## config.mk

```make
export PLATFORM = sky130hd
export DESIGN_NAME = dec2ascii_fmt
export DESIGN_NICKNAME = d
export VERILOG_FILES = /design/src/rtl/dec2ascii_fmt_pkg.sv /design/src/rtl/dec2ascii_fmt_bin2bcd_seq.sv /design/src/rtl/dec2ascii_fmt.sv
export SDC_FILE = /design/constraint.sdc
export NUM_CORES = 1
export LEC_CHECK = 0
export CORE_UTILIZATION = 50
export CTS_BUF_LIST = sky130_fd_sc_hd__clkbuf_2 sky130_fd_sc_hd__clkbuf_4 sky130_fd_sc_hd__clkbuf_8
export CTS_CLUSTER_DIAMETER = 60
export CTS_CLUSTER_SIZE = 28
export DETAILED_ROUTE_END_ITERATION = 8
export MAX_ROUTING_LAYER = met4
export PLACE_DENSITY_LB_ADDON = 0.1
export REMOVE_ABC_BUFFERS = 1
export SYNTH_ARGS = -nofsm -noshare
export SYNTH_HDL_FRONTEND = slang
export SYNTH_HIERARCHICAL = 1
export SYNTH_SLANG_ARGS = --single-unit
```

## constraint.sdc

```tcl
create_clock -name clk -period 5.7 [get_ports clk]
set_input_delay 1.71 -clock clk [delete_from_list [all_inputs] [get_ports clk]]
set_output_delay 1.71 -clock clk [all_outputs]
set_load 0.05 [all_outputs]
```

## src/rtl/dec2ascii_fmt_pkg.sv

```systemverilog
// Shared types, ASCII constants and BCD helpers for the decimal-to-ASCII formatter.
package dec_fmt_pkg;

    localparam int BIN_W      = 25;
    localparam int BCD_DIGITS = 8;

    typedef enum logic [1:0] {
        ST_IDLE,
        ST_CONV_INT,
        ST_CONV_FRAC,
        ST_EMIT
    } fmt_state_e;

    typedef enum logic [2:0] {
        PH_SIGN,
        PH_INT,
        PH_DOT,
        PH_FRAC,
        PH_E,
        PH_ESIGN,
        PH_ETENS,
        PH_EUNITS
    } fmt_phase_e;

    localparam logic [7:0] ASCII_ZERO  = 8'h30;
    localparam logic [7:0] ASCII_MINUS = 8'h2D;
    localparam logic [7:0] ASCII_PLUS  = 8'h2B;
    localparam logic [7:0] ASCII_DOT   = 8'h2E;
    localparam logic [7:0] ASCII_E     = 8'h45;

    // True when any BCD digit at position k or above is nonzero.
    function automatic logic bcd_nonzero_above(input logic [4*BCD_DIGITS-1:0] digits, input int k);
        logic hit;
        hit = 1'b0;
        for (int i = 0; i < BCD_DIGITS; i++) begin
            if (i >= k) begin
                hit = hit | (digits[4*i +: 4] != 4'd0);
            end else begin
                hit = hit;
            end
        end
        return hit;
    endfunction

endpackage

```

## src/rtl/dec2ascii_fmt_bin2bcd_seq.sv

```systemverilog
// Iterative double-dabble: 25-bit binary to 8 BCD digits, one bit per cycle.
// The first shift happens on the start edge so done lands 25 cycles after start.
module bin2bcd_seq
    import dec_fmt_pkg::*;
(
    input  logic        clk,
    input  logic        rst,
    input  logic        start,
    input  logic [24:0] bin,
    output logic        busy,
    output logic        done,
    output logic [31:0] bcd
);

    logic [24:0] sh_r;
    logic [31:0] bcd_r;
    logic [4:0]  cnt_r;
    logic        busy_r;
    logic        done_r;
    logic [27:0] adj_s;

    // Add-3 correction on the seven low digits; the top digit never reaches 5 for 25-bit input.
    always_comb begin
        adj_s = 28'd0;
        for (int i = 0; i < 7; i++) begin
            adj_s[4*i +: 4] = (bcd_r[4*i +: 4] >= 4'd5) ? (bcd_r[4*i +: 4] + 4'd3) : bcd_r[4*i +: 4];
        end
    end

    // Load/shift sequencer with a one-cycle done pulse.
    always_ff @(posedge clk or posedge rst) begin
        if (rst) begin
            sh_r   <= 25'd0;
            bcd_r  <= 32'd0;
            cnt_r  <= 5'd0;
            busy_r <= 1'b0;
            done_r <= 1'b0;
        end else if (start) begin
            bcd_r  <= {31'd0, bin[24]};
            sh_r   <= {bin[23:0], 1'b0};
            cnt_r  <= 5'd24;
            busy_r <= 1'b1;
            done_r <= 1'b0;
        end else if (busy_r) begin
            bcd_r  <= {bcd_r[30:28], adj_s, sh_r[24]};
            sh_r   <= {sh_r[23:0], 1'b0};
            cnt_r  <= cnt_r - 5'd1;
            done_r <= (cnt_r == 5'd1);
            busy_r <= (cnt_r != 5'd1);
        end else begin
            done_r <= 1'b0;
        end
    end

    assign busy = busy_r;
    assign done = done_r;
    assign bcd  = bcd_r;

endmodule

```

## src/rtl/dec2ascii_fmt.sv

```systemverilog
// Streams a sign/integer/fraction/exponent triple as ASCII scientific notation,
// sharing one sequential binary-to-BCD converter for both numeric fields.
module dec2ascii_fmt #(
    parameter int FRAC_DIGITS = 2
) (
    input  logic        clk,
    input  logic        rst,
    input  logic        in_valid,
    output logic        in_ready,
    input  logic        in_sign,
    input  logic [24:0] nguyen,
    input  logic [24:0] le,
    input  logic [5:0]  luythua,
    output logic        out_valid,
    input  logic        out_ready,
    output logic [7:0]  out_char,
    output logic        out_last,
    output logic        frac_ovf
);
    import dec_fmt_pkg::*;

    fmt_state_e  state_r;
    fmt_phase_e  phase_r, first_phase_s, next_phase_s, sel_phase_s;
    logic [2:0]  ptr_r, first_ptr_s, next_ptr_s, sel_ptr_s, lead_idx_s;
    logic        sign_r, ovf_flag_r;
    logic [24:0] le_r;
    logic [5:0]  exp_r;
    logic [31:0] int_bcd_r;
    logic        in_ready_r, out_valid_r, out_last_r, frac_ovf_r;
    logic [7:0]  out_char_r, char_s;
    logic [6:0]  exp_mag_s;
    logic [3:0]  exp_tens_s, exp_units_s;
    logic        accept_s, conv_start_s, conv_busy_s, conv_done_s;
    logic [24:0] conv_bin_s;
    logic [31:0] conv_bcd_s;

    assign accept_s     = in_valid & in_ready_r & (state_r == ST_IDLE);
    assign conv_start_s = (accept_s | ((state_r == ST_CONV_INT) & conv_done_s)) & ~conv_busy_s;
    assign conv_bin_s   = (state_r == ST_IDLE) ? nguyen : le_r;

    bin2bcd_seq u_bin2bcd (
        .clk   (clk),
        .rst   (rst),
        .start (conv_start_s),
        .bin   (conv_bin_s),
        .busy  (conv_busy_s),
        .done  (conv_done_s),
        .bcd   (conv_bcd_s)
    );

    // Highest nonzero integer digit; zero value maps to digit 0 so a single '0' prints.
    always_comb begin
        lead_idx_s = 3'd0;
        for (int i = 0; i < 8; i++) begin
            lead_idx_s = (int_bcd_r[4*i +: 4] != 4'd0) ? 3'(i) : lead_idx_s;
        end
    end

    // Exponent magnitude and tens/units split by compare-subtract.
    always_comb begin
        exp_mag_s = exp_r[5] ? (7'd0 - {exp_r[5], exp_r}) : {1'b0, exp_r};
        if (exp_mag_s >= 7'd30) begin
            exp_tens_s  = 4'd3;
            exp_units_s = 4'(exp_mag_s - 7'd30);
        end else if (exp_mag_s >= 7'd20) begin
            exp_tens_s  = 4'd2;
            exp_units_s = 4'(exp_mag_s - 7'd20);
        end else if (exp_mag_s >= 7'd10) begin
            exp_tens_s  = 4'd1;
            exp_units_s = 4'(exp_mag_s - 7'd10);
        end else begin
            exp_tens_s  = 4'd0;
            exp_units_s = 4'(exp_mag_s);
        end
    end

    // Character position sequencing: first position on EMIT entry, successor afterwards.
    always_comb begin
        first_phase_s = sign_r ? PH_SIGN : PH_INT;
        first_ptr_s   = sign_r ? 3'd0 : lead_idx_s;
        next_phase_s  = phase_r;
        next_ptr_s    = ptr_r;
        case (phase_r)
            PH_SIGN: begin
                next_phase_s = PH_INT;
                next_ptr_s   = lead_idx_s;
            end
            PH_INT: begin
                next_phase_s = (ptr_r == 3'd0) ? PH_DOT : PH_INT;
                next_ptr_s   = (ptr_r == 3'd0) ? 3'd0 : (ptr_r - 3'd1);
            end
            PH_DOT: begin
                next_phase_s = PH_FRAC;
                next_ptr_s   = 3'(FRAC_DIGITS - 1);
            end
            PH_FRAC: begin
                next_phase_s = (ptr_r == 3'd0) ? PH_E : PH_FRAC;
                next_ptr_s   = (ptr_r == 3'd0) ? 3'd0 : (ptr_r - 3'd1);
            end
            PH_E:      next_phase_s = PH_ESIGN;
            PH_ESIGN:  next_phase_s = PH_ETENS;
            PH_ETENS:  next_phase_s = PH_EUNITS;
            PH_EUNITS: next_phase_s = PH_EUNITS;
            default:   next_phase_s = PH_SIGN;
        endcase
        sel_phase_s = (state_r == ST_EMIT) ? next_phase_s : first_phase_s;
        sel_ptr_s   = (state_r == ST_EMIT) ? next_ptr_s : first_ptr_s;
    end

    // ASCII for the selected position; fraction digits are read from the idle converter.
    always_comb begin
        char_s = ASCII_ZERO;
        case (sel_phase_s)
            PH_SIGN:   char_s = ASCII_MINUS;
            PH_INT:    char_s = ASCII_ZERO + {4'd0, int_bcd_r[{sel_ptr_s, 2'b00} +: 4]};
            PH_DOT:    char_s = ASCII_DOT;
            PH_FRAC:   char_s = ASCII_ZERO + {4'd0, conv_bcd_s[{sel_ptr_s, 2'b00} +: 4]};
            PH_E:      char_s = ASCII_E;
            PH_ESIGN:  char_s = exp_r[5] ? ASCII_MINUS : ASCII_PLUS;
            PH_ETENS:  char_s = ASCII_ZERO + {4'd0, exp_tens_s};
            PH_EUNITS: char_s = ASCII_ZERO + {4'd0, exp_units_s};
            default:   char_s = ASCII_ZERO;
        endcase
    end

    // Control FSM with registered handshake and character outputs.
    always_ff @(posedge clk or posedge rst) begin
        if (rst) begin
            state_r     <= ST_IDLE;
            in_ready_r  <= 1'b0;
            out_valid_r <= 1'b0;
            out_char_r  <= 8'h00;
            out_last_r  <= 1'b0;
            frac_ovf_r  <= 1'b0;
            sign_r      <= 1'b0;
            le_r        <= 25'd0;
            exp_r       <= 6'd0;
            int_bcd_r   <= 32'd0;
            ovf_flag_r  <= 1'b0;
            phase_r     <= PH_SIGN;
            ptr_r       <= 3'd0;
        end else begin
            case (state_r)
                ST_IDLE: begin
                    if (accept_s) begin
                        sign_r     <= in_sign;
                        le_r       <= le;
                        exp_r      <= luythua;
                        in_ready_r <= 1'b0;
                        state_r    <= ST_CONV_INT;
                    end else begin
                        in_ready_r <= 1'b1;
                    end
                end
                ST_CONV_INT: begin
                    if (conv_done_s) begin
                        int_bcd_r <= conv_bcd_s;
                        state_r   <= ST_CONV_FRAC;
                    end
                end
                ST_CONV_FRAC: begin
                    if (conv_done_s) begin
                        ovf_flag_r  <= bcd_nonzero_above(conv_bcd_s, FRAC_DIGITS);
                        phase_r     <= first_phase_s;
                        ptr_r       <= first_ptr_s;
                        out_char_r  <= char_s;
                        out_valid_r <= 1'b1;
                        out_last_r  <= 1'b0;
                        frac_ovf_r  <= 1'b0;
                        state_r     <= ST_EMIT;
                    end
                end
                ST_EMIT: begin
                    if (out_valid_r & out_ready) begin
                        if (out_last_r) begin
                            out_valid_r <= 1'b0;
                            out_last_r  <= 1'b0;
                            frac_ovf_r  <= 1'b0;
                            in_ready_r  <= 1'b1;
                            state_r     <= ST_IDLE;
                        end else begin
                            phase_r    <= next_phase_s;
                            ptr_r      <= next_ptr_s;
                            out_char_r <= char_s;
                            out_last_r <= (next_phase_s == PH_EUNITS);
                            frac_ovf_r <= (next_phase_s == PH_EUNITS) & ovf_flag_r;
                        end
                    end
                end
                default: begin
                    state_r <= ST_IDLE;
                end
            endcase
        end
    end

    assign in_ready  = in_ready_r;
    assign out_valid = out_valid_r;
    assign out_char  = out_char_r;
    assign out_last  = out_last_r;
    assign frac_ovf  = frac_ovf_r;

endmodule

```

# Word level (Yosys, flattened, before mapping)
# Cells that the tools add are included.
[op_classes]
add_sub_neg = 17
n_lt_le_gt_ge = 10
eq_ne = 26
shift = 2
mux = 87
n_bitwise = 14
n_reduce_logical = 30
[op_table]
columns = ["op", "n"]
rows = [
  ["two-way mux 25 bit", 3],
  ["two-way mux 32 bit", 2],
  ["case mux 8 bit (8 select lines)", 1],
  ["indexed part select 32 x 6 -> 4 bit", 2],
  ["nonzero test 4 bit", 13],
  ["two-way mux 3 bit", 16],
  ["two-way mux 4 bit", 10],
  ["two-way mux 1 bit", 29],
  ["adder 4 x 2 -> 4 bit, second input constant", 7],
  ["adder 6 x 4 -> 7 bit, first input constant", 4],
  ["greater-or-equal comparator 4 x 3 -> 1 bit, second input constant", 7],
  ["equality test 3 bit, second input constant", 9],
  ["two-way mux 8 bit", 3],
  ["case mux 3 bit (7 select lines)", 1],
  ["two-way mux 2 bit", 10],
  ["case mux 8 bit (2 select lines)", 1],
  ["greater-or-equal comparator 7 x 5 -> 1 bit, second input constant", 2],
  ["equality test 3 x 2 -> 1 bit, second input constant", 4],
  ["case mux 3 bit (2 select lines)", 2],
  ["two-way mux 5 bit", 2],
  ["zero test 3 bit", 3],
  ["case mux 3 bit (3 select lines)", 1],
  ["case mux 1 bit (2 select lines)", 4],
  ["case mux 2 bit (4 select lines)", 1],
  ["24 further kinds", 49],
]
[totals]
register_bits = 149
input_bits = 61
wordCells = 204

# Logic depth before layout (Yosys ltp)
[logic_depth]
ltp_word = 18
ltp_mapped = 12

# Cells and area by module
# The synthesis kept the hierarchy.
[by_module_without_submodules]
columns = ["module", "n_inst", "cells_per_inst", "area_each_um2", "seq_area_each_um2"]
rows = [
  ["dec2ascii_fmt", 1, 494, 5144.9, 2102.0],
  ["bin2bcd_seq", 1, 346, 3407.0, 1576.5],
]

# Worst setup path after synthesis
# No wires, ideal clock.
[synth_timing]
path_type = "input-to-reg"
startpoint = "input port in_valid"
endpoint = "register u_bin2bcd.bcd_r[4], in the netlist u_bin2bcd/bcd[4]"
setup_ns = 0.096
t_arrival_ns = 3.165
setup_slack_ns = 2.440
path_stages = 8
n_path_buf = 3
path_cell_list = "nand3_1 > clkbuf_1 > a21oi_1 > buf_6 > nand2b_4 > buf_6 > or3_1 > o31ai_1"
[synth_between]
elab_chain_len = 5
word_cells_on_any_way = 6
classes_between = "mux: 1; bitwise: 4; reduce/logical: 1"
[synth_lines]
columns = ["element", "line_no", "text"]
rows = [
  ["start: declaration", "dec2ascii_fmt.sv:8", "input logic in_valid,"],
  ["bitwise AND 1 bit (*) (2 in series)", "dec2ascii_fmt.sv:37", "assign accept_s = in_valid & in_ready_r & (state_r == ST_IDLE);"],
  ["OR 1 bit (*)", "dec2ascii_fmt.sv:38", "assign conv_start_s = (accept_s | ((state_r == ST_CONV_INT) & conv_done_s)) & ~conv_busy_s;"],
  ["bitwise AND 1 bit (*)", "dec2ascii_fmt.sv:38", ""],
  ["net conv_start_s", "dec2ascii_fmt.sv:33", "logic accept_s, conv_start_s, conv_busy_s, conv_done_s;"],
  ["two-way mux 32 bit / nonzero test 2 bit (equally long branches)", "n/a", ""],
  ["end signal: assignment", "dec2ascii_fmt_bin2bcd_seq.sv:39", "bcd_r <= {31'd0, bin[24]};"],
  ["end signal: assignment", "dec2ascii_fmt_bin2bcd_seq.sv:45", "bcd_r <= {bcd_r[30:28], adj_s, sh_r[24]};"],
  ["end: declaration", "dec2ascii_fmt_bin2bcd_seq.sv:16", "logic [31:0] bcd_r;"],
]
# Mark *: on every way through the listed nets, which the timed path passes. The rest lies on a longest branch.
# A chain may end at the register's enable or synchronous reset.

# Worst setup path in the final report
[layout_timing]
startpoint = "register state_r[1]"
endpoint = "register out_char_r[3], in the netlist out_char[3]"
[layout_between]
elab_chain_len = 8
word_cells_on_any_way = 26
classes_between = "add/sub: 2; eq/ne: 12; shift: 2; mux: 7; reduce/logical: 3"
[layout_lines]
columns = ["element", "line_no", "text"]
rows = [
  ["start: declaration", "dec2ascii_fmt.sv:22", "fmt_state_e state_r;"],
  ["start signal: assignment", "dec2ascii_fmt.sv:129", "state_r <= ST_IDLE;"],
  ["start signal: assignment", "dec2ascii_fmt.sv:150", "state_r <= ST_CONV_INT;"],
  ["start signal: assignment", "dec2ascii_fmt.sv:158", "state_r <= ST_CONV_FRAC;"],
  ["equality test 2 bit", "dec2ascii_fmt.sv:106, dec2ascii_fmt.sv:107, dec2ascii_fmt.sv:143", ""],
  ["two-way mux 3 bit", "dec2ascii_fmt.sv:107", "sel_ptr_s = (state_r == ST_EMIT) ? next_ptr_s : first_ptr_s;"],
  ["indexed part select 32 x 6 -> 4 bit, on equally long branches", "dec2ascii_fmt.sv:117, dec2ascii_fmt.sv:115", ""],
  ["adder 6 x 4 -> 7 bit, on equally long branches", "dec2ascii_fmt.sv:117, dec2ascii_fmt.sv:115", ""],
  ["case mux 8 bit (8 select lines)", "dec2ascii_fmt.sv:113", "case (sel_phase_s)"],
  ["two-way mux 8 bit", "dec2ascii_fmt.sv:175", "if (out_last_r) begin"],
  ["two-way mux 8 bit", "dec2ascii_fmt.sv:174", "if (out_valid_r & out_ready) begin"],
  ["case mux 8 bit (2 select lines)", "dec2ascii_fmt.sv:143", "case (state_r)"],
  ["end signal: assignment", "dec2ascii_fmt.sv:166", "out_char_r <= char_s;"],
  ["end signal: assignment", "dec2ascii_fmt.sv:184", "out_char_r <= char_s;"],
  ["end: declaration", "dec2ascii_fmt.sv:30", "logic [7:0] out_char_r, char_s;"],
]
# Several ways; a longest one is shown, not always the timed one. The select of a mux whose other input is x is not followed.

==> flow_metrics.tcl <==
set metrics [dict create \
    period_needed_ns 3.75 \
    synth_top_area_share_pct 43.0 \
    worstPathRequired_ns 6.03 \
    firstDrtPassIters 5 \
    avgSynthCellArea_sq_um 10.2 \
    fin_hold_ws_ns 0.483 \
    async_reset_ff_share_pct 100 \
    yosys.area.top_type "dfrtp_1" \
    setup_viol 0 \
    clock-sinks 147 \
    vias 6776 \
    start_kind "register" \
    hp-class "reg -> reg" \
    grt.busiest_layer "met2" \
    stdcell_count 1123 \
    ys_seq_area_share_pct 43.0 \
    synth-main-ff-cell "dfrtp_1" \
    reg2reg_to "out_char[3]" \
    ys_warn_count 6 \
    drt_wl_total_um 20900 \
    grt_usage_pct 25.3 \
    antenna_found_initial 0 \
    hold_end "out_char[4]" \
    dr.first_iter.drc_count 541 \
    max_slew_margin_pct 30.0 \
    port_buffers 71 \
    cts_tree "built" \
    clk_pin_slew_ns 0.08 \
    finalCritPeriodShare_pct 65.8 \
    reg2reg_depth 8 \
    drive_above_1_share_pct 17.2 \
    overflow 0 \
    globalplace.congestion 0.900 \
    die_w_um 133 \
    areaGrowthSynthToFinish_pct 14.4 \
    wire_per_inst_um 18.6 \
    holdBufCountCts 0 \
    grt_pass1_vias 6580 \
    gr-usage-met3_pct 5.52 \
    via_per_inst 6.03 \
    drtAntennaViolNets 0 \
    placedCellCount 1091 \
    fmax_mhz 267 \
    netlist_instances 840 \
    critPathMaxFanout 20 \
    ys_ff_latch 147 \
    cts_buffers 17 \
    synth_cell_types 76 \
    endpoint_kind "register" \
    final_common_cell "dfrtp_1" \
    nets 979 \
    hold_depth 2 \
    maxCapViolCount 0 \
    r2r_start "state_r[1]" \
    min-delay-start "out_char[4]" \
    clock_latency_ns 0.46 \
    boundaryPins 73 \
    mostFrequentLayoutCells "146 x dfrtp_1, 95 x mux2_2, 73 x nand2_1, 71 x clkdlybuf4s50_1, 57 x o21ai_0" \
    netlist_area_sq_um 8550 \
    finClkSkew_ns 0.0133 \
    hpwl_um 14400 \
    crit_type "reg -> reg" \
    start_util_pct 51.4 \
    arrival_ns 4.08 \
    route.detailed.drc 0 \
    cts_resized 0 \
    pwr_density_cell_nw_per_um2 480 \
    grt_use_met2_pct 40.3 \
    status "finished, final reports clean" \
    worst-slew-pin-transition_ns 1.04 \
    ir_worst_vdd_v 0.000272 \
    grt_max_degree 85 \
    n_antenna_cell 0 \
    core_area_sq_um 16600 \
    use_met1_pct 31.9 \
    synthTopCellsByArea "dfrtp_1 43%, mux2_2 13%, ha_1 4.1%, o21ai_0 3.3%, mux2i_1 3.3%" \
    cts_max_level 4 \
    die_h_um 133 \
    final-max-slew-violation-count 0 \
    rows 47 \
    finalHoldViolations 0 \
    synth-edff-count 0 \
    grt_pass1_wl_um 33900 \
    cts_root_buf "clkbuf_8" \
    rsz0062_at_grt "no" \
    leakage_nw 4.23 \
    die_area_sq_um 17600 \
    r2r_setup_slack_ns 1.95 \
    clock_tree.buffer_depth 2 \
    cts_setup_buffers 0 \
]
-- synth_stat cells, types with 5 or more instances --
cell type / count
dfrtp_1: 147
mux2_2: 95
nand2_1: 73
o21ai_0: 57
nor2_1: 41
inv_1: 33
a21oi_1: 32
ha_1: 28
mux2i_1: 28
clkbuf_1: 24
nand3_1: 22
o21ai_1: 19
nor4_1: 15
a31oi_1: 14
a211oi_1: 13
nand2b_1: 12
nor2b_1: 11
a21o_1: 10
o32ai_1: 10
nand4_1: 9
xor2_1: 9
buf_1: 8
nand3b_1: 8
o31ai_1: 8
buf_6: 7
o211ai_1: 7
or3_1: 7
nor3_1: 6
xnor2_1: 6
buf_2: 5
-- cell families after synthesis --
logic type,share of synthesized area [%]
flops,43.0
fa+ha+maj,4.10
compound gates,15.8
buf+inv,4.74
xor+xnor,1.54
other cells,0.0438
simple gates,14.0
mux,16.8
-- registers in the layout, summed over array words and instances, names as in the netlist, 2 cells and up --
name / flops
out_char: 7
int_bcd_r: 32
exp_r: 6
state_r: 2
u_bin2bcd/cnt_r: 5
phase_r: 3
le_r: 25
ptr_r: 3
u_bin2bcd/bcd: 32
u_bin2bcd/sh_r: 24
-- metal layers --
layer | vias to the layer above | part of all wire, %
met4 | 0 | 1.4
met5 | - | 0
li1 | 3168 | -
met3 | 24 | 6.4
met1 | 3340 | 44
met2 | 244 | 49
-- cell type report --
| class | instances | area [sq um] |
|---|---|---|
| repair buffers | 80 | 778 |
| multi-input cells | 611 | 4480 |
| fillers | 1430 | 6860 |
| inverters | 33 | 125 |
| well taps | 220 | 275 |
| clock inverters | 12 | 166 |
| flip-flops and latches | 147 | 3680 |
| clock buffers | 20 | 275 |
-- stage by stage --
step / power, mW / utilization (%) / TNS [ns] / instance area [sq um] / worst slack (ns)
2_1_floorplan: 3.17 / - / -45.01 / 8270 / -1.27
3_3_place_gp: 3.69 / 56.1 / 0 / 9340 / 1.58
3_5_place_dp: 3.78 / 56.1 / 0 / 9340 / 1.51
4_1_cts: 4.70 / 58.8 / 0 / 9780 / 2.00
5_1_grt: 5.02 / 58.8 / 0 / 9780 / 1.78
6_report: 4.70 / 58.8 / 0 / 9780 / 1.95
-- power breakdown --
group	total (mW)	switching [mW]	internal, mW
combinational	2.21	1.29	0.916
sequential	1.58	0.256	1.33
clock	0.908	0.430	0.477
total	4.70	1.98	2.72
-- worst max-delay path by stage --
stage | slack, ns | from | endpoint | depth (start not counted)
3_5_place_dp | 1.51 | out_ready | out_char[3] | 8
4_1_cts | 2.00 | out_ready | out_char[3] | 8
2_1_floorplan | -1.27 | in_valid | u_bin2bcd/bcd[12] | 5
6_report | 1.95 | state_r[1] | out_char[3] | 8
3_3_place_gp | 1.58 | out_ready | out_char[3] | 8
5_1_grt | 1.78 | out_ready | out_char[3] | 8
-- worst max-delay path, stage by stage (launching register included) --
cell and delay, ns:
dfrtp_1 0.40, ha_1 0.60, inv_1 0.21, o21a_1 0.33, o21ai_1 0.60, nand2_1 0.47
mux4_1 0.38, a211oi_1 0.48, o32ai_1 0.14
No activity file was read; power rests on OpenSTA's default activity.
